### config.mk
export PLATFORM = sky130hd
export DESIGN_NAME = mem_access_unit
export DESIGN_NICKNAME = d
export VERILOG_FILES = /design/src/rtl/mem_defs_pkg.sv /design/src/rtl/load_extend.sv /design/src/rtl/mem_access_unit.sv
export SDC_FILE = /design/constraint.sdc
export NUM_CORES = 1
export LEC_CHECK = 0
export BUFFER_PORTS_ARGS = -buffer_cell sky130_fd_sc_hd__buf_4
export CAP_MARGIN = 0
export CORE_MARGIN = 5
export CORE_UTILIZATION = 35
export DETAILED_ROUTE_END_ITERATION = 6
export PLACE_DENSITY = 0.7
export SETUP_SLACK_MARGIN = 0.05
export SYNTH_ARGS = -nofsm -noshare
export SYNTH_HDL_FRONTEND = slang
export SYNTH_SLANG_ARGS = --single-unit
### constraint.sdc
create_clock -name clk -period 2.3 [get_ports clk]
set_input_delay 0 -clock clk [delete_from_list [all_inputs] [get_ports clk]]
set_output_delay 0 -clock clk [all_outputs]
set_load 0.02 [all_outputs]
### src/rtl/mem_defs_pkg.sv
// Shared encodings for the memory-stage access unit: load/store types,
// bus transfer sizes, FSM states, and small decode helpers.
package mem_defs_pkg;

   typedef enum logic [2:0] {
      LD_LW  = 3'b000,
      LD_LH  = 3'b001,
      LD_LHU = 3'b010,
      LD_LB  = 3'b011,
      LD_LBU = 3'b100
   } loadType_e;

   typedef enum logic [1:0] {
      ST_SW = 2'b00,
      ST_SH = 2'b01,
      ST_SB = 2'b10
   } storeType_e;

   typedef enum logic [1:0] {
      SIZE_BYTE = 2'd0,
      SIZE_HALF = 2'd1,
      SIZE_WORD = 2'd2
   } dataSize_e;

   typedef enum logic [1:0] {
      S_IDLE,
      S_REQ,
      S_WAIT,
      S_DONE
   } memState_e;

   // Transfer size implied by a load type; unknown encodings fall back to byte.
   function automatic dataSize_e loadSize(input logic [2:0] loadType);
      case (loadType)
         LD_LW:         return SIZE_WORD;
         LD_LH, LD_LHU: return SIZE_HALF;
         default:       return SIZE_BYTE;
      endcase
   endfunction

   // Transfer size implied by a store type; unknown encodings fall back to byte.
   function automatic dataSize_e storeSize(input logic [1:0] storeType);
      case (storeType)
         ST_SW:   return SIZE_WORD;
         ST_SH:   return SIZE_HALF;
         default: return SIZE_BYTE;
      endcase
   endfunction

   // Natural alignment: words on 4-byte, halves on 2-byte boundaries.
   function automatic logic isAligned(input dataSize_e size, input logic [1:0] addrLo);
      case (size)
         SIZE_WORD: return (addrLo == 2'b00);
         SIZE_HALF: return ~addrLo[0];
         default:   return 1'b1;
      endcase
   endfunction

   // Replicate store data across all byte lanes so the slave can pick any lane.
   function automatic logic [31:0] laneReplicate(input logic [1:0] storeType,
                                                 input logic [31:0] wdata);
      case (storeType)
         ST_SB:   return {4{wdata[7:0]}};
         ST_SH:   return {2{wdata[15:0]}};
         default: return wdata;
      endcase
   endfunction

endpackage

### src/rtl/load_extend.sv
// Selects the addressed byte/half from a bus word and sign- or zero-extends
// it according to the load type. Purely combinational.
module load_extend
   import mem_defs_pkg::*;
(
   input  logic [31:0] word,
   input  logic [1:0]  addrLo,
   input  logic [2:0]  loadType,
   output logic [31:0] result
);

   logic [7:0]  byteSel;
   logic [15:0] halfSel;

   // Lane selection followed by extension by load type.
   always_comb begin
      // NOTE: every output of a combinational block gets a value on every path; a missing default infers a latch.
      result  = word;
      byteSel = word[{addrLo, 3'b000} +: 8];
      halfSel = addrLo[1] ? word[31:16] : word[15:0];
      case (loadType)
         LD_LH:   result = {{16{halfSel[15]}}, halfSel};
         LD_LHU:  result = {16'h0000, halfSel};
         LD_LB:   result = {{24{byteSel[7]}}, byteSel};
         LD_LBU:  result = {24'h000000, byteSel};
         default: result = word;
      endcase
   end

endmodule

### src/rtl/mem_access_unit.sv
// Memory-stage access unit: turns one load/store in M into a single
// req/addr_ok/data_ok bus transaction, checks alignment, extends load data
// and stalls the pipeline until the transaction has completed.
module mem_access_unit
   import mem_defs_pkg::*;
#(
   parameter int AW = 32
) (
   input  logic          clk,
   input  logic          rst,
   input  logic          memreadM,
   input  logic          memwriteM,
   input  logic [2:0]    memread_conM,
   input  logic [1:0]    memwrite_conM,
   input  logic [AW-1:0] addrM,
   input  logic [31:0]   wdataM,
   input  logic          flushM,
   input  logic          advanceM,
   output logic          stallM,
   output logic [31:0]   rdataM,
   output logic          adel,
   output logic          ades,
   output logic [AW-1:0] bad_addr,
   output logic          data_req,
   output logic          data_wr,
   output logic [1:0]    data_size,
   output logic [AW-1:0] data_addr,
   output logic [31:0]   data_wdata,
   input  logic [31:0]   data_rdata,
   input  logic          data_addr_ok,
   input  logic          data_data_ok
);

   memState_e     state;
   logic          isLoad;
   logic          isStore;
   logic          aligned;
   logic          go;
   dataSize_e     opSize;

   // Copies of the issuing op, held while the bus transaction is in flight.
   logic [AW-1:0] addrLat;
   logic [31:0]   wdataLat;
   dataSize_e     sizeLat;
   logic          wrLat;
   logic [2:0]    loadTypeLat;
   logic          flushedLat;
   logic [31:0]   rdataReg;
   logic [31:0]   extended;

   // Decode the M-stage op and check its alignment; a load wins if both are set.
   always_comb begin
      isLoad   = memreadM;
      isStore  = memwriteM & ~memreadM;
      opSize   = isLoad ? loadSize(memread_conM) : storeSize(memwrite_conM);
      aligned  = isAligned(opSize, addrM[1:0]);
      adel     = isLoad  & ~aligned;
      ades     = isStore & ~aligned;
      bad_addr = addrM;
      go       = (isLoad | isStore) & aligned & ~flushM & (state == S_IDLE);
   end

   // Bus side: live op fields while idle, latched copies once issued.
   always_comb begin
      if (state == S_IDLE) begin
         data_addr  = addrM;
         data_size  = opSize;
         data_wr    = isStore;
         data_wdata = laneReplicate(memwrite_conM, wdataM);
      end else begin
         data_addr  = addrLat;
         data_size  = sizeLat;
         data_wr    = wrLat;
         data_wdata = wdataLat;
      end
      data_req = go | (state == S_REQ);
      stallM   = go | (state == S_REQ) | (state == S_WAIT);
   end

   load_extend uLoadExtend (
      .word     (data_rdata),
      .addrLo   (addrLat[1:0]),
      .loadType (loadTypeLat),
      .result   (extended)
   );

   // Transaction FSM with the op latches and the load result register.
   always_ff @(posedge clk or negedge rst) begin
      if (!rst) begin
         state       <= S_IDLE;
         addrLat     <= '0;
         wdataLat    <= '0;
         sizeLat     <= SIZE_BYTE;
         wrLat       <= 1'b0;
         loadTypeLat <= '0;
         flushedLat  <= 1'b0;
         rdataReg    <= '0;
      end else begin
         // NOTE: state is updated with non-blocking assignments so every register samples pre-edge values.
         if (go) begin
            addrLat     <= addrM;
            wdataLat    <= laneReplicate(memwrite_conM, wdataM);
            sizeLat     <= opSize;
            wrLat       <= isStore;
            loadTypeLat <= memread_conM;
            flushedLat  <= 1'b0;
         end
         case (state)
            S_IDLE: begin
               if (go) state <= data_addr_ok ? S_WAIT : S_REQ;
            end
            S_REQ: begin
               if (flushM) flushedLat <= 1'b1;
               if (data_addr_ok) state <= S_WAIT;
            end
            S_WAIT: begin
               if (flushM) flushedLat <= 1'b1;
               if (data_data_ok) begin
                  // A flushed transaction still completes on the bus, but its result is dropped.
                  if (flushedLat | flushM) begin
                     state <= S_IDLE;
                  end else begin
                     state <= S_DONE;
                     if (!wrLat) rdataReg <= extended;
                  end
               end
            end
            S_DONE: begin
               if (advanceM | flushM) state <= S_IDLE;
            end
            default: state <= S_IDLE;
         endcase
      end
   end

   assign rdataM = rdataReg;

endmodule

==> flow_metrics.tcl <==
set metrics [dict create \
    p_leak_uw 0.004308 \
    synth_warnings 0 \
    multi_input_area_sq_um 3072 \
    finalSetupTns_ns 0 \
    drc 0 \
    hold_depth 3 \
    yosys.area_share.simple 0.09377 \
    clock-sinks 105 \
    route.antenna.remaining_nets 0 \
    routed_wl_microns 20100 \
    worst_slack_ns 0.1687 \
    die_area_sq_um 20370 \
    final_nets 1035 \
    place_congestion 0.8465 \
    crit_fanout 8 \
    worstPathRequired_ns 2.52 \
    holdCritStartpoint "wdataM[10]" \
    async_flop_share 1.000 \
    slew_headroom 0.6215 \
    rows 48 \
    worst_pin_slew_ns 0.5677 \
    clkTransAtPathRegs_ns 0.08 \
    syn_to_final_growth_pct 49.36 \
    power_density_nw_per_um2 1375 \
    seq_area_sq_um 2628 \
    synth_compound_area_frac 0.1632 \
    htreeDepth 3 \
    core_area_sq_um 17300 \
    synth_area_sq_um 6165 \
    crit_chain "inv_1 -> ha_1 -> inv_1 -> or3_1 -> nor3b_4 -> buf_12 -> o21a_1 -> a21oi_1" \
    pre_cts_slack_ns 0.1114 \
    outcome "finished, final reports clean" \
    drive_gt1_frac 0.4354 \
    hold_path_end "wdataLat[10]$_DFFE_PN0P_" \
    firstDrtPassIters 5 \
    synthFlopType "dfrtp_1" \
    post-route-min-period_ns 2.131 \
    rrSetupSlack_ns 0.17 \
    period_share 0.9267 \
    synthMuxAreaShare 0.2172 \
    drv_cap 0 \
    design.portCount 244 \
    die_h_microns 142.7 \
    yosysSeqAreaShare 0.4262 \
    cp-startpoint "state[0]$_DFFE_PN0P_" \
    synth_top_family_by_area "multiplexers" \
    rsz0062_at_grt "false" \
    io_buffer_count 243 \
    chipWidth_microns 142.7 \
    cts-root-buf "clkbuf_16" \
    setup_viol_count_final 0 \
    ctsLongestPathBuffers 2 \
    skew_ns 0.009815 \
    worstRegToRegCells 8 \
    initial_core_util 0.3564 \
    critPathLaunchType "flop" \
    worstHoldPathType "in2reg" \
    avgViaCountPerCell 5.015 \
    synth-adder-area-share 0.01827 \
    grt_usage 0.1912 \
    cts_inserted_buffers 9 \
    ys_ff_latch 105 \
    synth_area_per_cell_sq_um 9.693 \
    grt_pass1_wl_microns 30760 \
    maxSlewViolCount 0 \
    synth_fp_nets 754 \
    r2r_start "state[0]$_DFFE_PN0P_" \
    synthDistinctLibCells 40 \
    hold_viol_final 0 \
    syn_inst 636 \
    critPathMaxStageDelay_ns 0.42 \
    fmax_mhz 469.2 \
    antenna_cells 0 \
    grt_max_degree 71 \
    detail_route.wl_per_cell_microns 17.54 \
    timing.critical_path.mode_cell "inv_1" \
    vias 5747 \
    reg2reg_to "rdataM[8]$_DFFE_PN0P_" \
    overflow 0 \
    synth_xor_area_frac 0.002841 \
    fillers 1560 \
    cts_tree "yes" \
    endpoint_kind "flop" \
    final_core_util 0.5323 \
    insertion_delay_ns 0.35 \
    crit_arrival_ns 2.35 \
    synth_edf_count 0 \
    drt_iter0_markers 299 \
    post-dp-hpwl_microns 14450 \
    total_power_uw 12660 \
    critical_path_class "reg2reg" \
    critPathSlowestCell "dfrtp_1" \
    first_global_vias 5737 \
    ir_worst_vdd_mv 0.7547 \
    antenna_found_initial 0 \
]
final cells by class:
| class | instances | share of cell area |
|---|---|---|
| inverter | 20 | 0.008153 |
| timing repair buffer | 343 | 0.3094 |
| clock buffer | 10 | 0.02595 |
| multi-input combinational | 438 | 0.3336 |
| sequential | 105 | 0.2854 |
| clock inverter | 5 | 0.006930 |
| tap | 225 | 0.03057 |
cell usage after synthesis, types with 3 or more instances:
| library cell | n | share of area |
|---|---|---|
| ha_1 | 9 | 0.018 |
| a21oi_1 | 61 | 0.050 |
| buf_1 | 6 | 0.0037 |
| o221ai_1 | 7 | 0.0099 |
| o22a_1 | 7 | 0.0099 |
| nor2b_1 | 8 | 0.0081 |
| nand3_1 | 3 | 0.0024 |
| nand2_1 | 49 | 0.030 |
| nor2_1 | 68 | 0.041 |
| inv_1 | 20 | 0.012 |
| dfrtp_1 | 105 | 0.43 |
| buf_4 | 32 | 0.039 |
| buf_2 | 6 | 0.0049 |
| o21ai_0 | 52 | 0.042 |
| a22oi_1 | 16 | 0.019 |
| mux2_2 | 102 | 0.19 |
| clkbuf_1 | 28 | 0.017 |
| mux2i_1 | 19 | 0.031 |
| a21oi_2 | 10 | 0.014 |
| nand2b_1 | 4 | 0.0041 |
per-stage QoR:
| step | instances | instance area (sq um) | hold WS [ns] |
|---|---|---|---|
| after floorplan | 636 | 6165 | -0.2956 |
| after detailed placement | 1056 | 8130 | 0.02544 |
| after CTS | 1143 | 9154 | 0.01724 |
| final | 1146 | 9208 | 0.02839 |
| after global placement | 1056 | 8130 | 0.02825 |
| after global routing | 1146 | 9208 | 0.04723 |
timing repair:
item,CTS,global route
setup buffers,0,2
endpoints found under the hold margin,109,0
hold buffers,72,0
gates resized for setup,0,3
setup endpoints to repair,0,39
cell usage in the layout (no fill, tap or decap), types with 9 or more instances in the layout:
master,instances
a21oi_1,61
a21oi_2,10
a22oi_1,16
buf_4,261
clkbuf_16,9
dfrtp_1,105
dlygate4sd3_1,72
inv_1,20
mux2_2,102
mux2i_1,19
nand2_1,49
nor2_1,68
o21ai_0,52
sequential cells by signal, indices dropped and copies added, names as in the netlist:
signal       count
addrLat         32
flushedLat       1
loadTypeLat      3
rdataM          32
sizeLat          2
state            2
wdataLat        32
wrLat            1
worst max-delay path by stage:
stage | end | depth (start not counted)
finish | rdataM[8]$_DFFE_PN0P_ | 8
global route | rdataM[10]$_DFFE_PN0P_ | 8
CTS | data_addr[26] | 5
detailed placement | wdataLat[11]$_DFFE_PN0P_ | 12
global placement | wdataLat[10]$_DFFE_PN0P_ | 12
floorplan | addrLat[0]$_DFFE_PN0P_ | 10
per-layer routing:
layer | share of wire | track usage | wire (microns) | vias to the layer above
li1 | - | - | - | 2747
met1 | 0.42 | 0.2486 | 8455 | 2735
met2 | 0.48 | 0.3143 | 9618 | 250
met3 | 0.087 | 0.05191 | 1750 | 15
met4 | 0.014 | 0.05403 | 278 | 0
met5 | 0 | 0 | 0 | -
power breakdown:
part | internal, uW | total [uW] | leakage, uW | switching (uW)
combinational | 3600 | 7710 | 0.00289 | 4110
sequential | 2760 | 3340 | 0.00127 | 581
clock | 879 | 1610 | 0.000146 | 730
total | 7240 | 12700 | 0.00431 | 5420
kinds of logic (layout without fill, tap and decap cells):
logic type / after synthesis / count (layout)
buffers and inverters: 93 / 378
adder cells (fa/ha/maj): 9 / 9
AND/OR/NAND/NOR: 139 / 139
flip-flops: 105 / 105
multiplexers: 121 / 121
XOR/XNOR: 2 / 2
AO/OA/AOI/OAI: 167 / 167
worst max-delay path: cells and delay by family, from the launching register on:
family | cells | cell delay (ns)
flip-flops | 1 | 0.42
buffers and inverters | 3 | 0.34
AO/OA/AOI/OAI | 2 | 0.46
adder cells (fa/ha/maj) | 1 | 0.15
AND/OR/NAND/NOR | 2 | 0.63
(Power assumes the default switching activity.)
